`config.mk`:
```
export PLATFORM = sky130hd
export DESIGN_NAME = sdram_seq_ctrl
export DESIGN_NICKNAME = d
export VERILOG_FILES = /design/src/rtl/sdram_pkg.sv /design/src/rtl/sdram_ref_timer.sv /design/src/rtl/sdram_seq_ctrl.sv
export SDC_FILE = /design/constraint.sdc
export NUM_CORES = 1
export LEC_CHECK = 0
export ABC_AREA = 1
export BUFFER_PORTS_ARGS = -buffer_cell sky130_fd_sc_hd__buf_2
export CAP_MARGIN = 20
export CORE_ASPECT_RATIO = 2
export CORE_MARGIN = 3
export CORE_UTILIZATION = 56
export CTS_CLUSTER_SIZE = 30
export DETAILED_ROUTE_END_ITERATION = 12
export GPL_ROUTABILITY_DRIVEN = 1
export PLACE_DENSITY = 0.88
export SYNTH_ARGS = -nofsm -noshare
export SYNTH_HDL_FRONTEND = slang
export SYNTH_SLANG_ARGS = --single-unit
```
`constraint.sdc`:
```
create_clock -name CLK_100M -period 2.2 [get_ports CLK_100M]
set_clock_uncertainty 0.15 [all_clocks]
set_input_delay 0 -clock CLK_100M [delete_from_list [all_inputs] [get_ports CLK_100M]]
set_output_delay 0 -clock CLK_100M [all_outputs]
set_load 0.1 [all_outputs]
```
`src/rtl/sdram_pkg.sv`:
```
// Shared SDRAM definitions: WORK_CS state codes, {CS_N,RAS_N,CAS_N,WE_N} command
// encodings and address field widths. The data-path block keys off codes 5/6/7.
package sdram_pkg;

  localparam int ADDR_W = 24;
  localparam int BA_W   = 2;
  localparam int ROW_W  = 13;
  localparam int COL_W  = 9;
  localparam int A_W    = 13;

  typedef enum logic [3:0] {
    WS_INIT_WAIT = 4'h0,
    WS_INIT_PRE  = 4'h1,
    WS_INIT_REF  = 4'h2,
    WS_INIT_MRS  = 4'h3,
    WS_IDLE      = 4'h4,
    WS_RD_LAT    = 4'h5,
    WS_RD_CAP    = 4'h6,
    WS_WRITE     = 4'h7,
    WS_ACTIVE    = 4'h8,
    WS_PRECH     = 4'h9,
    WS_AREF      = 4'hA
  } work_cs_e;

  typedef logic [3:0] cmd_t;
  localparam cmd_t CMD_NOP  = 4'b0111;
  localparam cmd_t CMD_ACT  = 4'b0011;
  localparam cmd_t CMD_RD   = 4'b0101;
  localparam cmd_t CMD_WR   = 4'b0100;
  localparam cmd_t CMD_PRE  = 4'b0010;
  localparam cmd_t CMD_REF  = 4'b0001;
  localparam cmd_t CMD_MRS  = 4'b0000;

  // Burst length 1, sequential, CAS latency in A[6:4].
  function automatic logic [A_W-1:0] mode_word(input int cas);
    logic [2:0] cl;
    cl = cas[2:0];
    return {6'b0, cl, 4'b0};
  endfunction

  function automatic logic [A_W-1:0] col_word(input logic [COL_W-1:0] col, input logic ap);
    return {2'b00, ap, 1'b0, col};
  endfunction

endpackage

```
`src/rtl/sdram_ref_timer.sv`:
```
// Refresh interval counter: free-runs while enabled, raises pending every
// REF_INT clocks; clear has priority so an expiry while pending is dropped.
module sdram_ref_timer #(
  parameter int REF_INT = 780
) (
  input  logic clk_i,
  input  logic rst_i,
  input  logic en_i,
  input  logic clr_i,
  output logic pend_o
);

  localparam int CW = $clog2(REF_INT);

  logic [CW-1:0] cnt_q;
  logic          pend_q;
  logic          expire;

  assign expire = en_i && (cnt_q == CW'(REF_INT - 1));
  assign pend_o = pend_q;

  always_ff @(posedge clk_i or posedge rst_i) begin
    if (rst_i) begin
      cnt_q  <= '0;
      pend_q <= 1'b0;
    end else begin
      if (en_i) cnt_q <= expire ? '0 : cnt_q + CW'(1);
      if (clr_i)       pend_q <= 1'b0;
      else if (expire) pend_q <= 1'b1;
    end
  end

endmodule

```
`src/rtl/sdram_seq_ctrl.sv`:
```
// SDRAM command sequencer: power-up init, refresh/write/read arbitration, registered pins.
// Build option SDR_AUTO_PRECHARGE_EN: READ/WRITE carry A10=1 and PRECH is a silent T_RP wait.
module sdram_seq_ctrl
  import sdram_pkg::*;
#(
  parameter int T_INIT  = 20000,
  parameter int T_RP    = 2,
  parameter int T_RFC   = 7,
  parameter int T_MRD   = 2,
  parameter int T_RCD   = 2,
  parameter int CAS_LAT = 3,
  parameter int REF_INT = 780
) (
  input  logic              CLK_100M,
  input  logic              RST,
  input  logic              REQ_WR,
  input  logic              REQ_RD,
  input  logic [ADDR_W-1:0] ADDR,
  output logic              REQ_ACK,
  output logic              DONE,
  output logic              INIT_DONE,
  output logic              SDR_CKE,
  output logic              SDR_CS_N,
  output logic              SDR_RAS_N,
  output logic              SDR_CAS_N,
  output logic              SDR_WE_N,
  output logic [BA_W-1:0]   SDR_BA,
  output logic [A_W-1:0]    SDR_A,
  output logic [1:0]        SDR_DQM,
  output logic [3:0]        WORK_CS,
  output logic [3:0]        TIME_CNT
);

`ifdef SDR_AUTO_PRECHARGE_EN
  localparam logic AP = 1'b1;
`else
  localparam logic AP = 1'b0;
`endif

  localparam logic [3:0] TC_RP  = 4'(T_RP - 1);
  localparam logic [3:0] TC_RFC = 4'(T_RFC - 1);
  localparam logic [3:0] TC_MRD = 4'(T_MRD - 1);
  localparam logic [3:0] TC_RCD = 4'(T_RCD - 1);
  localparam logic [3:0] TC_CL  = 4'(CAS_LAT - 1);

  work_cs_e         state_q;
  logic [3:0]       tcnt_q;
  logic [14:0]      init_cnt_q;
  logic             ref2_q;
  logic             wr_op_q;
  logic [BA_W-1:0]  bank_q;
  logic [COL_W-1:0] col_q;
  logic             cke_q, ack_q, done_q, idone_q;
  cmd_t             cmd_q;
  logic [BA_W-1:0]  ba_q;
  logic [A_W-1:0]   a_q;
  logic             ref_pend, ref_clr;

  // Pending is consumed on the very edge that IDLE launches AUTO REFRESH.
  assign ref_clr = (state_q == WS_IDLE) && ref_pend;

  sdram_ref_timer #(.REF_INT(REF_INT)) u_ref_timer (
    .clk_i  (CLK_100M),
    .rst_i  (RST),
    .en_i   (idone_q),
    .clr_i  (ref_clr),
    .pend_o (ref_pend)
  );

  always_ff @(posedge CLK_100M or posedge RST) begin
    if (RST) begin
      state_q    <= WS_INIT_WAIT;
      tcnt_q     <= '0;
      init_cnt_q <= '0;
      ref2_q     <= 1'b0;
      wr_op_q    <= 1'b0;
      bank_q     <= '0;
      col_q      <= '0;
      cke_q      <= 1'b0;
      ack_q      <= 1'b0;
      done_q     <= 1'b0;
      idone_q    <= 1'b0;
      cmd_q      <= CMD_NOP;
      ba_q       <= '0;
      a_q        <= '0;
    end else begin
      cmd_q  <= CMD_NOP;
      ba_q   <= '0;
      a_q    <= '0;
      ack_q  <= 1'b0;
      done_q <= 1'b0;
      if (tcnt_q != 4'd0) tcnt_q <= tcnt_q - 4'd1;
      case (state_q)
        WS_INIT_WAIT: begin
          cke_q <= 1'b1;
          if (init_cnt_q == 15'(T_INIT - 1)) begin
            state_q <= WS_INIT_PRE;
            tcnt_q  <= TC_RP;
            cmd_q   <= CMD_PRE;
            a_q     <= 13'h0400;
          end else begin
            init_cnt_q <= init_cnt_q + 15'd1;
          end
        end
        WS_INIT_PRE: if (tcnt_q == 4'd0) begin
          state_q <= WS_INIT_REF;
          tcnt_q  <= TC_RFC;
          cmd_q   <= CMD_REF;
          ref2_q  <= 1'b0;
        end
        WS_INIT_REF: if (tcnt_q == 4'd0) begin
          if (!ref2_q) begin
            ref2_q <= 1'b1;
            tcnt_q <= TC_RFC;
            cmd_q  <= CMD_REF;
          end else begin
            state_q <= WS_INIT_MRS;
            tcnt_q  <= TC_MRD;
            cmd_q   <= CMD_MRS;
            a_q     <= mode_word(CAS_LAT);
          end
        end
        WS_INIT_MRS: if (tcnt_q == 4'd0) begin
          state_q <= WS_IDLE;
          idone_q <= 1'b1;
        end
        WS_IDLE: begin
          if (ref_pend) begin
            state_q <= WS_AREF;
            tcnt_q  <= TC_RFC;
            cmd_q   <= CMD_REF;
          end else if (REQ_WR || REQ_RD) begin
            state_q <= WS_ACTIVE;
            tcnt_q  <= TC_RCD;
            cmd_q   <= CMD_ACT;
            ba_q    <= ADDR[23:22];
            a_q     <= ADDR[21:9];
            ack_q   <= 1'b1;
            wr_op_q <= REQ_WR;
            bank_q  <= ADDR[23:22];
            col_q   <= ADDR[8:0];
          end
        end
        WS_ACTIVE: if (tcnt_q == 4'd0) begin
          ba_q <= bank_q;
          a_q  <= col_word(col_q, AP);
          if (wr_op_q) begin
            state_q <= WS_WRITE;
            cmd_q   <= CMD_WR;
            done_q  <= 1'b1;
          end else begin
            state_q <= WS_RD_LAT;
            tcnt_q  <= TC_CL;
            cmd_q   <= CMD_RD;
          end
        end
        WS_RD_LAT: if (tcnt_q == 4'd0) begin
          state_q <= WS_RD_CAP;
          done_q  <= 1'b1;
        end
        WS_RD_CAP, WS_WRITE: begin
          state_q <= WS_PRECH;
          tcnt_q  <= TC_RP;
          if (!AP) begin
            cmd_q <= CMD_PRE;
            ba_q  <= bank_q;
          end
        end
        WS_PRECH, WS_AREF: if (tcnt_q == 4'd0) state_q <= WS_IDLE;
        default: state_q <= WS_INIT_WAIT;
      endcase
    end
  end

  assign REQ_ACK   = ack_q;
  assign DONE      = done_q;
  assign INIT_DONE = idone_q;
  assign SDR_CKE   = cke_q;
  assign {SDR_CS_N, SDR_RAS_N, SDR_CAS_N, SDR_WE_N} = cmd_q;
  assign SDR_BA    = ba_q;
  assign SDR_A     = a_q;
  assign SDR_DQM   = 2'b00;
  assign WORK_CS   = state_q;
  assign TIME_CNT  = tcnt_q;

endmodule
```
==> qor.csv <==
stage,metric,value,unit
setup_path,worst reg2reg path startpoint,TIME_CNT[0]$_DFF_PP0_,
setup_path,CP max-delay cell,dfrtp_2,
setup_path,R2R cell count,8,
clock_tree,CTS max path bufs,2,
grt,largest net degree at the start of global routing,58,
final_layout,Finished Layout Cells,637,
clock_tree,clk sinks,69,
sta,Worst slew margin,0.659,
run_status,status,"complete, no violations",
grt,initial antenna violation count,0,
setup_path,buffer and inverter count on the worst path,2,
yosys,leading area contributor after synthesis,dfrtp_1,
setup_path,FF-to-FF setup slack,0.20,ns
setup_path,Worst EP required,2.27,ns
grt,vias in the first global route,3529,
pwr,Reg power frac,0.434,
detailed_routing,vias per std cell,5.54,
yosys,average size of a mapped cell,7.82,sq um
clock_tree,clk root buf,clkbuf_16,
die,Die X,62.6,microns
detailed_routing,drt drc,0,
clock_tree,"Clk pin slew, worst setup/hold paths",0.06,ns
detailed_routing,DRT Pass-1 Iters,4,
setup_path,kind of critical path,reg -> reg,
sta,RSZ-0062 raised after global routing,no,
setup_path,Arrival @ worst endpoint,2.07,ns
yosys,Mapped Area,3580,sq um
sta,final hold violations,0,
die,Die ar.,7450,sq um
setup_path,"slowest stage delay, CP",0.40,ns
detailed_routing,via count,3532,
final_layout,filler cell count,402,
yosys,sequential element share of the synthesized area,0.483,
placement,DP HPWL,6.31,mm
flow_run,max-cap violations,0,
yosys,"flops & latches, synth",69,
sta,Final Cycle Share,0.908,
pwr,Sw Share,0.218,
yosys,Synth cell types,37,
grt,routing usage on met2,0.542,
setup_path,WP depth,8,
final_layout,area of the multi-input gates,1560,sq um
clock_tree,CTS buffer count,9,
clock_tree,clock latency at the later pin of the worst-skew pair,0.34,ns
setup_path,"Max FO, Critical Path",13,
sta,Max Transition Viols Final,0,
pwr,Combinational Power Share,0.047,
setup_path,Worst Setup Start Kind,flop,
clock_tree,Post-CTS Setup Bufs,0,
final_layout,area delta synth->final,26.5,%
sta,worst-margin pin slew,0.514,ns
yosys,post-synthesis async set-or-reset flop share,1.00,
sta,maximum clock rate,0.501,GHz
detailed_routing,WL/cell,16.5,microns
pwr,P_sw,0.651,mW
pwr,Int Power,2.33,mW
clock_tree,CTS tree,yes,
pwr,power per cell area,658,nW/um^2
detailed_routing,Total Wirelength,10.5,mm
yosys,Synth Instances,458,
yosys,"top cells by count, synth","nand2_1 (134), dfrtp_1 (66), inv_1 (58)",
pwr,leakage power,2.38,nW
placement,Area after DPL,3950,sq um
placement,routability congestion estimate,0.837,
pwr,VDD IR max,0.000555,V
sta,final setup TNS,0,ns
pwr,Clock power frac,0.519,
sta,final setup fails,0,
yosys,most frequent cell after synthesis,nand2_1,
die,I/O pin cnt,61,
final_layout,"Design Area, Final",4530,sq um
final_layout,Seq. cell area,1730,sq um
placement,placed cells,594,
placement,Port Buffers,57,
yosys,Yosys top cell area share,0.461,
grt,met1 Resource Use GR,0.276,
sta,Tmin final,2.00,ns
final_layout,Final nets,580,
setup_path,CP cell instances,"inv_1, ha_1, nand2_2, inv_1, nand3_1, nand2_1, nor2_1, nand3_1",
yosys,main flop type after synthesis,dfrtp_1,
yosys,Post-synth EDFFs,0,
grt,met3 Use GR,0.0736,
setup_path,Worst R2R End,TIME_CNT[0]$_DFF_PP0_,
die,die height,119,microns
detailed_routing,Final ANT Viol Nets,0,
min_path,worst min-delay path class,in -> async,
setup_path,crit end category,flop,
final_layout,share of cells above drive strength 1,0.192,
die,core outline area,6110,sq um
clock_tree,# H-tree levels,3,
grt,grt ovf,0,
die,Rows,40,
setup_path,"delay-heaviest family, CP",simple AND/OR/NAND/NOR gates,
final_layout,number of inserted diodes,0,
yosys,top area cells in the synthesized netlist,"dfrtp_1 (46%), nand2_1 (14%), inv_1 (6.1%)",
yosys,Ys Warns,0,
grt,first-pass GRT wire length,16.7,mm
grt,gr busiest metal,met2,
detailed_routing,drt initial violations,269,
grt,gr usage total,0.295,
die,Initial Utilization,0.587,
-- timing repair --
action,in CTS,in global routing
hold endpoints to repair,95,0
hold buffers,27,0
setup endpoints to repair,0,1
resized for setup,0,1
-- through the flow --
| step | power [mW] | utilization | worst slack (ns) | hold WS (ns) |
|---|---|---|---|---|
| after floorplan | 1.37 | - | 0.0237 | -0.0438 |
| after global placement | 1.41 | 0.646 | 0.293 | -0.192 |
| after detailed placement | 1.41 | 0.646 | 0.214 | -0.185 |
| after CTS | 2.97 | 0.742 | 0.200 | 0.0230 |
| after global routing | 3.05 | 0.743 | 0.0766 | 0.0371 |
| final | 2.98 | 0.743 | 0.202 | 0.0278 |
-- final cells by class --
class,count,area share
Clock buffer,9,0.0497
Clock inverter,7,0.0199
Inverter,64,0.0530
Multi-Input combinational cell,318,0.344
Sequential cell,69,0.382
Tap cell,84,0.0232
Timing Repair Buffer,86,0.129
-- sequential cells by signal (all words and copies together), names as in the netlist, 2 cells and up --
name / cells
TIME_CNT: 4
u_ref_timer.cnt_q: 10
cmd_q: 3
WORK_CS: 4
col_q: 9
SDR_A: 13
SDR_BA: 2
bank_q: 2
init_cnt_q: 15
-- power by group through the flow --
| stage | Combinational, mW | Clock [mW] | Sequential [mW] |
|---|---|---|---|
| floorplan | 0.0620 | 0 | 1.31 |
| finish | 0.141 | 1.55 | 1.29 |
| global placement | 0.0946 | 0 | 1.31 |
| global route | 0.153 | 1.60 | 1.29 |
| detailed placement | 0.0971 | 0 | 1.31 |
| CTS | 0.134 | 1.54 | 1.29 |
-- per-layer routing --
metal	vias to the layer above	wire length, microns
met5	-	0
met2	184	5770
met4	0	597
li1	1624	-
met1	1668	3470
met3	56	670
-- logic make-up after synthesis --
kind of cell / after synthesis / share of synthesized area
simple gates: 251 / 0.312
xor+xnor: 14 / 0.0342
compound gates: 46 / 0.0702
buf+inv: 73 / 0.0852
fa+ha+maj: 4 / 0.0140
other cells: 1 / 0.00105
flops: 69 / 0.483
-- worst max-delay path by stage --
stage,from,endpoint,slack [ns]
after floorplan,WORK_CS[2]$_DFFE_PP0P_,WORK_CS[1]$_DFFE_PP0P_,0.02
after global placement,TIME_CNT[0]$_DFF_PP0_,TIME_CNT[0]$_DFF_PP0_,0.29
after detailed placement,TIME_CNT[0]$_DFF_PP0_,TIME_CNT[0]$_DFF_PP0_,0.21
after CTS,TIME_CNT[1]$_DFF_PP0_,TIME_CNT[0]$_DFF_PP0_,0.20
after global routing,TIME_CNT[0]$_DFF_PP0_,TIME_CNT[0]$_DFF_PP0_,0.08
final,TIME_CNT[0]$_DFF_PP0_,TIME_CNT[0]$_DFF_PP0_,0.20
-- layout by cell type (no fill, tap or decap), types with 2 or more instances in the layout --
cell,synthesis,final
a21oi_1,3,3
a22o_1,2,2
buf_2,1,57
bufinv_16,0,2
clkbuf_16,0,9
clkinv_2,0,3
clkinvlp_4,0,2
conb_1,1,3
dfrtp_1,66,64
dfrtp_2,0,2
dfstp_2,3,3
dlygate4sd3_1,0,27
ha_1,4,4
inv_1,58,57
inv_2,6,7
nand2_1,134,133
nand2_2,1,2
nand3_1,28,28
nand3b_1,2,2
nand4_1,9,9
nor2_1,46,46
nor2_2,8,8
nor2_4,3,3
nor3_1,13,13
o21ai_0,29,29
o21ai_1,7,7
xor2_1,13,13
-- worst register-to-register path, cell delays in order (launching register included) --
cell and delay [ns]:
dfrtp_2 0.40, inv_1 0.07, ha_1 0.26, nand2_2 0.24, inv_1 0.18, nand3_1 0.26
nand2_1 0.11, nor2_1 0.13, nand3_1 0.09
(Power assumes the default switching activity.)
